--- config.mk ---
export PLATFORM = sky130hd
export DESIGN_NAME = bsg_scheduler_resource_avail
export DESIGN_NICKNAME = d
export VERILOG_FILES = /design/src/rtl/bsg_scheduler_resource_avail.sv
export SDC_FILE = /design/constraint.sdc
export NUM_CORES = 1
export LEC_CHECK = 0
export CAP_MARGIN = 20
export CORE_MARGIN = 2
export CORE_UTILIZATION = 57
export CTS_CLUSTER_SIZE = 8
export DETAILED_ROUTE_END_ITERATION = 8
export GPL_ROUTABILITY_DRIVEN = 0
export PLACE_DENSITY_LB_ADDON = 0.05
export SLEW_MARGIN = 20
export SYNTH_ARGS = -nofsm -noshare
export SYNTH_HDL_FRONTEND = slang
export SYNTH_SLANG_ARGS = --single-unit
export TNS_END_PERCENT = 50
--- constraint.sdc ---
create_clock -name clk_i -period 2.9 [get_ports clk_i]
set_input_delay 0.58 -clock clk_i [delete_from_list [all_inputs] [get_ports clk_i]]
set_output_delay 0.58 -clock clk_i [all_outputs]
set_load 0.01 [all_outputs]
--- src/rtl/bsg_scheduler_resource_avail.sv ---
// Per-resource slot tracker: allocates dependency slots, raises avail_o[i] on completion and frees slots once closed with no references left.
// Optional zero-latency wakeup via `BSG_SCHEDULER_RESOURCE_AVAIL_BYPASS_EN; avail/alloc outputs decode registered state otherwise.
module bsg_scheduler_resource_avail #(
    parameter int max_dep_bits_p   = 8,
    parameter int refcount_width_p = 4,
    localparam int idx_width_lp    = (max_dep_bits_p > 1) ? $clog2(max_dep_bits_p) : 1
) (
    input  logic                      clk_i,
    input  logic                      reset_i,
    output logic [max_dep_bits_p-1:0] avail_o,
    output logic                      alloc_v_o,
    output logic [idx_width_lp-1:0]   alloc_idx_o,
    input  logic                      alloc_yumi_i,
    input  logic                      complete_v_i,
    input  logic [idx_width_lp-1:0]   complete_idx_i,
    input  logic                      ref_v_i,
    input  logic [idx_width_lp-1:0]   ref_idx_i,
    input  logic                      release_v_i,
    input  logic [idx_width_lp-1:0]   release_idx_i,
    input  logic                      close_v_i,
    input  logic [idx_width_lp-1:0]   close_idx_i
);

    typedef enum logic [1:0] {FREE = 2'd0, PENDING = 2'd1, READY = 2'd2} slot_state_e;

    slot_state_e                 state_q [max_dep_bits_p];
    slot_state_e                 state_d [max_dep_bits_p];
    logic [max_dep_bits_p-1:0]   closed_q, closed_d;
    logic [refcount_width_p-1:0] count_q [max_dep_bits_p];
    logic [refcount_width_p-1:0] count_d [max_dep_bits_p];
    logic bad_complete, bad_ref, bad_release, bad_close;

    always_ff @(posedge clk_i) begin
        if (reset_i) begin
            for (int i = 0; i < max_dep_bits_p; i++) begin
                state_q[i] <= FREE;
                count_q[i] <= '0;
            end
            closed_q <= '0;
        end else begin
            for (int i = 0; i < max_dep_bits_p; i++) begin
                state_q[i] <= state_d[i];
                count_q[i] <= count_d[i];
            end
            closed_q <= closed_d;
        end
    end

    always_comb begin
        closed_d     = closed_q;
        bad_complete = 1'b0;
        bad_ref      = 1'b0;
        bad_release  = 1'b0;
        bad_close    = 1'b0;
        for (int i = 0; i < max_dep_bits_p; i++) begin
            state_d[i] = state_q[i];
            count_d[i] = count_q[i];
        end
        // Slot 0 is permanently available and never touched.
        for (int i = 1; i < max_dep_bits_p; i++) begin
            logic hit_alloc, hit_cmp, hit_ref, hit_rel, hit_close, free_now;
            hit_alloc = alloc_yumi_i && alloc_v_o && (alloc_idx_o == idx_width_lp'(i));
            hit_cmp   = complete_v_i && (complete_idx_i == idx_width_lp'(i));
            hit_ref   = ref_v_i && (ref_idx_i == idx_width_lp'(i));
            hit_rel   = release_v_i && (release_idx_i == idx_width_lp'(i));
            hit_close = close_v_i && (close_idx_i == idx_width_lp'(i));
            free_now  = (state_q[i] == READY) && closed_q[i] && (count_q[i] == '0);

            if (hit_cmp && state_q[i] != PENDING) bad_complete = 1'b1;
            if (hit_ref && !hit_rel && (state_q[i] == FREE || count_q[i] == '1)) bad_ref = 1'b1;
            if (hit_rel && !hit_ref && count_q[i] == '0) bad_release = 1'b1;
            if (hit_close && state_q[i] == FREE) bad_close = 1'b1;

            if (free_now) begin
                state_d[i]  = FREE;
                closed_d[i] = 1'b0;
                count_d[i]  = '0;
            end else if (hit_alloc) begin
                state_d[i]  = PENDING;
                closed_d[i] = 1'b0;
                count_d[i]  = '0;
            end else if (state_q[i] != FREE) begin
                if (hit_cmp && state_q[i] == PENDING) state_d[i] = READY;
                if (hit_close) closed_d[i] = 1'b1;
                // A paired ref+release nets to zero, so neither saturation check applies.
                if (hit_ref && !hit_rel && count_q[i] != '1)
                    count_d[i] = count_q[i] + refcount_width_p'(1);
                else if (hit_rel && !hit_ref && count_q[i] != '0)
                    count_d[i] = count_q[i] - refcount_width_p'(1);
            end
        end
    end

    always_comb begin
        alloc_v_o   = 1'b0;
        alloc_idx_o = '0;
        avail_o     = '0;
        avail_o[0]  = 1'b1;
        for (int i = max_dep_bits_p - 1; i >= 1; i--) begin
            if (state_q[i] == FREE) begin
                alloc_v_o   = 1'b1;
                alloc_idx_o = idx_width_lp'(i);
            end
        end
        for (int i = 1; i < max_dep_bits_p; i++) begin
`ifdef BSG_SCHEDULER_RESOURCE_AVAIL_BYPASS_EN
            avail_o[i] = (state_q[i] == READY)
                       || (complete_v_i && (complete_idx_i == idx_width_lp'(i)) && state_q[i] == PENDING);
`else
            avail_o[i] = (state_q[i] == READY);
`endif
        end
    end

    always_ff @(posedge clk_i) begin
        if (!reset_i) begin
            assert (!(alloc_yumi_i && !alloc_v_o));
            assert (!bad_complete);
            assert (!bad_ref);
            assert (!bad_release);
            assert (!bad_close);
        end
    end

endmodule

==> results of run 1 <==
## where the power goes
group / internal [mW] / switching (mW)
Sequential: 0.696 / 0.0138
Clock: 0.281 / 0.235
Combinational: 0.0927 / 0.0960
## cells by family after synthesis
group | synth area share [%]
adders and majority gates | 10.6
DFF | 34.3
muxes | 3.41
AOI/OAI and AO/OA | 18.1
buffers and inverters | 1.01
xor gates and xnor gates | 5.30
other | 0.126
and+or+nand+nor | 27.1
## flip-flops by register name (all words and copies together), names as in the netlist
name	count
closed_q	7
state_q	14
count_q	28
## cell type report
class	instances	area (um^2)	share of cell area, %
Multi-Input combinational cell	276	1920	52.8
Sequential cell	49	1020	28.0
Timing Repair Buffer	54	478	13.1
Tap cell	70	87.6	2.40
Clock buffer	6	82.6	2.27
Clock inverter	2	37.5	1.03
Inverter	3	11.3	0.309
## layout by cell type (no fill, tap or decap), types with 3 or more instances in the layout
cell / n
a41oi_1: 3
inv_1: 3
fa_1: 7
dfxtp_1: 45
edfxtp_1: 4
o21ai_0: 6
a21oi_2: 5
nand3_1: 14
a211oi_1: 6
or3_1: 11
nor2_1: 54
a21o_1: 8
ha_1: 14
nor3b_1: 3
mux2i_1: 6
xnor2_1: 18
a21oi_1: 21
or2_2: 3
a31oi_1: 10
clkbuf_8: 6
o22ai_1: 4
clkdlybuf4s50_1: 29
nor3_1: 5
nor4_1: 7
buf_4: 25
nand4b_1: 4
nand3b_1: 4
nand2_1: 10
nand4_1: 8
nor2b_1: 10
## through the flow
stage	util, %	hold WS [ns]
after floorplan	-	0.437
after global placement	69.4	0.451
after detailed placement	69.4	0.464
after CTS	71.8	0.485
after global routing	71.8	0.531
final	71.8	0.479
## critical path: stages
cell and delay, ns:
clkdlybuf4s50_1 0.56, and4_2 0.25, nand3_1 0.10, ha_1 0.31, a21o_1 0.18, a21oi_1 0.15
mux2_2 0.35, or3_1 0.30, a21oi_1 0.14
## layer usage
layer	wire (um)	vias to the layer above	global-route usage, %
met3	335	16	3.55
met2	3570	77	45.7
met5	0	-	0
li1	-	1373	-
met1	3340	1349	34.9
met4	145	0	8.73
## final timing paths
kind / startpoint / end / depth (start not counted)
worst max register to register: count_q[0][5] / count_q[0][7] / 8
worst min register to register: closed_q[1] / closed_q[1] / 2
worst min-delay path: closed_q[1] / closed_q[1] / 2
worst max-delay path: ref_idx_i[0] / count_q[3][7] / 9
==> summary.txt, run 1 <==
Finish
  • Final Cell Area: between 3000 and 4000 um^2
  • Post-route insts no fill: 460
  • Nets@finish: approximately 430
  • Fraction of layout cells with a size suffix above 1: 12.8%
  • Fill cells: approximately 430
  • P&R area growth vs syn: 22.4%
  • Antenna cells: 0

Floorplanning
  • Die Y: 76.3 um
  • Core ar.: 5070 um^2
  • Die area: 5810 um^2
  • # rows: 26
  • Die width: 76.3 um
  • Io pins: 31
  • Initial Utilization: 58.6%

Timing
  • Fin crit share: 92.3%
  • Slew Limit Fails: 0
  • Setup TNS: 0 ns
  • Worst slew margin relative to its limit: 44.6%
  • Final hold viol count: 0
  • Max Freq: 373 MHz
  • Endpoints failing setup: 0
  • Clock Skew: 0.00933 ns
  • Min Tclk post-route: approximately 2.7 ns
  • Final setup margin: 0.222 ns
  • RSZ-0062 raised after global routing: no
  • Tightest Pin Transition: between 0.8 and 0.9 ns

Clock tree
  • Total CTS buffers: 5
  • # hold bufs at CTS: 0
  • Clk sink count: 49
  • Clock Root Buffer: clkbuf_8
  • CTS resizes: 0
  • Post-CTS setup buffers: 0
  • Clock Latency Late Sink: just over 0.3 ns
  • Clock Path Buffers: 2
  • CTS H-Tree Depth: 2
  • Clk pin slew, worst setup/hold paths: 0.09 ns
  • CTS tree: yes

Pwr
  • Final Power: approximately 1.4 mW
  • Max rail drop VDD: ~0.34 mV
  • Leak: roughly 1.3 nW
  • Pwr/cell area: 388 nW/um^2

Global route
  • First-pass GRT wire length: about 13000 um
  • All-Layer GR Usage: 26.7%
  • Vias in the first global route: between 2000 and 3000
  • Global route total overflow: 0
  • Initial antenna violation count: 0
  • Largest net degree at the start of global routing: 16

Synth
  • Ys Warns: 0
  • Largest area contributor in the netlist: dfxtp_1
  • Synth cell types: between 50 and 60
  • FFs w/ async S/R, synth: 0%
  • Most frequent cells after synthesis: nor2_1 (54), dfxtp_1 (45), a21oi_1 (21)
  • Syn Inst Count: 332
  • Syn avg cell area: 8.96 um^2
  • Post-synth top area share: 30.3%
  • Net Count, Synth: 372
  • Sequential cell area fraction in the yosys report: 34.3%
  • Synthesized area: 2980 um^2
  • Synth area leaders: dfxtp_1 (30%), nor2_1 (6.8%), ha_1 (5.9%), xnor2_1 (5.3%), fa_1 (4.7%)
  • Yosys reg bits: 49
  • Most frequent cell after synthesis: nor2_1
  • Post-synth top flop: dfxtp_1
  • Post-synth EDFFs: 4

Place
  • Post-DP HPWL: 5540 um
  • Placed cells: roughly 450
  • Number of port buffers: 29
  • Pre-CTS setup slack: -0.0964 ns
  • Post-DP Area: 3520 um^2

Setup path
  • Req. time, crit path: 3.14 ns
  • Crit end category: flip-flop
  • Crit start category: input pin
  • WS Path Type: in -> reg
  • Worst-path maximum fanout: 7
  • R2R Setup Slk: ~0.65 ns
  • Worst Path Arrival: 2.92 ns

Detailed routing
  • Vias per Instance: slightly above 6
  • 1st-iter DRT viols: approximately 180
  • Drt wl/cell: ~16 um
  • Drt first pass iters: 5
  • Number of remaining DRC errors: 0
  • Final ANT Viol Nets: 0
  • Via count: 2815
  • Total Routed Length: 7400 um

Min path
  • Hold Path Class: reg -> reg

Outcome
  • Status: complete, no violations

Job
  • Max-Cap Viols: 0
No activity file was read; power rests on OpenSTA's default activity.
==> inputs of run 2 (changes only) <==
--- a/config.mk
+++ b/config.mk
@@ -11,7 +11,9 @@
 export CTS_CLUSTER_SIZE = 8
 export DETAILED_ROUTE_END_ITERATION = 8
 export GPL_ROUTABILITY_DRIVEN = 0
+export GPL_TIMING_DRIVEN = 0
 export PLACE_DENSITY_LB_ADDON = 0.05
+export SKIP_CTS_REPAIR_TIMING = 1
 export SLEW_MARGIN = 20
 export SYNTH_ARGS = -nofsm -noshare
 export SYNTH_HDL_FRONTEND = slang
==> run 2 against run 1 <==
Critical endpoint is now count_q[2][7]. Sequential power about the same. Combinational power decreased by 12%. Routed wire length decreased by 10%. Non-clock buffer count decreased by 24. Sequential cell count unchanged.
==> summary.txt, run 2 (synthesis results as in run 1) <==
Finish
  • Max reg flops: 28 (unchanged)
  • Commonest cells after routing, fill and taps aside: nor2_1 (54), dfxtp_1 (45), a21oi_1 (21), clkdlybuf4s50_1 (20), xnor2_1 (18) (was nor2_1 (54), dfxtp_1 (45), clkdlybuf4s50_1 (29), buf_4 (25), a21oi_1 (21))
  • Antenna cells: 0 (unchanged)
  • P&R area growth vs syn: 17.2% (was 22.4%)
  • Post-layout util: 68.7% (was 71.8%)
  • Commonest non-fill, non-tap cell in the layout: nor2_1 (unchanged)
  • Final Cell Area: 3490 um^2 (was 3640 um^2)
  • Top reg by flops: count_q (unchanged)
  • Post-route insts no fill: 436 (was 460)
  • Fraction of layout cells with a size suffix above 1: 8.47% (was 12.8%)
  • Nets@finish: 405 (was 429)
  • Regs by FF count: count_q: 28 flops, state_q: 14 flops, closed_q: 7 flops (unchanged)

Setup path
  • Req. time, crit path: 3.13 ns (was 3.14 ns)
  • Crit-path cells: clkdlybuf4s50_1 -> nand4b_1 -> nand3_2 -> ha_1 -> a21o_1 -> a21oi_1 -> mux2_4 -> or3_1 -> a21oi_1 (was clkdlybuf4s50_1 -> and4_2 -> nand3_1 -> ha_1 -> a21o_1 -> a21oi_1 -> mux2_2 -> or3_1 -> a21oi_1)
  • CP most frequent cell: a21oi_1 (unchanged)
  • Crit end category: flip-flop (unchanged)
  • WS Path Type: in -> reg (unchanged)
  • Critical-path top delay cell: clkdlybuf4s50_1 (unchanged)
  • Crit start category: input pin (unchanged)
  • Worst-path maximum fanout: 7 (unchanged)
  • Worst Path Arrival: 2.99 ns (was 2.92 ns)
  • Slowest stage delay, CP: 0.59 ns (was 0.56 ns)

Outcome
  • Status: complete, no violations (unchanged)

Timing
  • Final hold slack: 0.490 ns (was 0.479 ns)
  • Clock Skew: 0.00949 ns (was 0.00933 ns)
  • RSZ-0062 raised after global routing: no (unchanged)
  • Worst slew margin relative to its limit: 48.7% (was 44.6%)
  • Fin crit share: 95.3% (was 92.3%)
  • Tightest Pin Transition: 0.764 ns (was 0.823 ns)
  • Slew Limit Fails: 0 (unchanged)
  • Endpoints failing setup: 0 (unchanged)
  • Max Freq: 362 MHz (was 373 MHz)
  • Final hold viol count: 0 (unchanged)
  • Min Tclk post-route: 2.76 ns (was 2.68 ns)

Floorplanning
  • Core ar.: 5070 um^2 (unchanged)
  • Die Y: 76.3 um (unchanged)
  • Io pins: 31 (unchanged)
  • Die area: 5810 um^2 (unchanged)
  • Initial Utilization: 58.6% (unchanged)
  • # rows: 26 (unchanged)
  • Die width: 76.3 um (unchanged)

Clock tree
  • Total CTS buffers: 5 (unchanged)
  • CTS tree: yes (unchanged)
  • CTS H-Tree Depth: 2 (unchanged)
  • Clk pin slew, worst setup/hold paths: 0.09 ns (about the same)
  • Clock Root Buffer: clkbuf_8 (unchanged)
  • Clock Path Buffers: 2 (unchanged)
  • Clock Latency Late Sink: 0.30 ns (was 0.31 ns)
  • Clk sink count: 49 (unchanged)

Global route
  • Initial antenna violation count: 0 (unchanged)
  • Largest net degree at the start of global routing: 15 (was 16)
  • First-pass GRT wire length: 11200 um (was 12600 um)
  • Global route total overflow: 0 (unchanged)
  • Vias in the first global route: 2426 (was 2660)
  • All-Layer GR Usage: 23.3% (was 26.7%)

Detailed routing
  • Total Routed Length: 6650 um (was 7400 um)
  • Drt first pass iters: 5 (unchanged)
  • 1st-iter DRT viols: 122 (was 184)
  • Drt wl/cell: 15.3 um (was 16.1 um)
  • Via count: 2663 (was 2815)
  • Final ANT Viol Nets: 0 (unchanged)
  • Number of remaining DRC errors: 0 (unchanged)
  • Vias per Instance: 6.11 (was 6.12)

Pwr
  • Leak: 1.24 nW (was 1.29 nW)
  • Pwr/cell area: 386 nW/um^2 (was 388 nW/um^2)
  • Final Power: 1.34 mW (was 1.41 mW)
  • Max rail drop VDD: 0.350 mV (was 0.336 mV)

Place
  • Number of port buffers: 26 (was 29)
  • Placed cells: 428 (was 452)
  • Post-DP Area: 3320 um^2 (was 3520 um^2)
  • Post-DP HPWL: 5050 um (was 5540 um)

Min path
  • Hold Path Class: reg -> reg (unchanged)

Job
  • Max-Cap Viols: 0 (unchanged)
[run 2: cell count changes in the layout (fill, tap and decap cells not counted), moves of 3 or more]
cell | previous run | this run
buf_4 | 25 | 1
clkbuf_1 | 0 | 4
clkdlybuf4s50_1 | 29 | 20
dlymetal6s2s_1 | 0 | 6
nand3_1 | 14 | 11
nand3_2 | 0 | 3
[run 2: final timing paths]
check | start | end | slack, ns | cells past startpoint
hold reg to reg | closed_q[3] | closed_q[3] | 0.49 | 2
setup reg to reg | count_q[0][5] | count_q[0][7] | 0.59 | 8
setup / recovery | release_v_i | count_q[2][7] | 0.14 | 9
hold / removal | closed_q[3] | closed_q[3] | 0.49 | 2
[run 2: area by class of cell]
| type | count | area (um^2) |
|---|---|---|
| Timing Repair Buffer | 26 | 275 |
| Multi-Input combinational cell | 276 | 1960 |
| Buffer | 4 | 18.8 |
| Clock buffer | 8 | 111 |
| Inverter | 3 | 11.3 |
| Fill cell | 443 | 1590 |
| Sequential cell | 49 | 1020 |
| Tap cell | 70 | 87.6 |
[run 2: report_power, final]
group	internal [mW]	total, mW	switching [mW]
logic	0.0753	0.167	0.0920
registers	0.696	0.709	0.0132
clock network	0.247	0.468	0.221
total	1.02	1.34	0.326
[run 2: critical path: cells and delay by family]
kind | cells | cell delay (ns)
muxes | 1 | 0.32
and+or+nand+nor | 3 | 0.73
AOI/OAI and AO/OA | 3 | 0.51
adders and majority gates | 1 | 0.25
buffers and inverters | 1 | 0.59
[run 2: per-stage QoR]
stage	setup slack, ns	TNS, ns
after floorplan	0.429	0
after detailed placement	-0.313	-1.35
after CTS	-0.0258	-0.0346
after global routing	0.00749	0
after global placement	-0.310	-1.19
final	0.137	0
[run 2: metal layers]
metal	up-vias	GRT usage, %	wire [um]
met5	-	0	0
met4	0	8.55	133
met3	13	3.79	329
met2	71	38.4	3080
met1	1260	30.9	3110
li1	1319	-	-
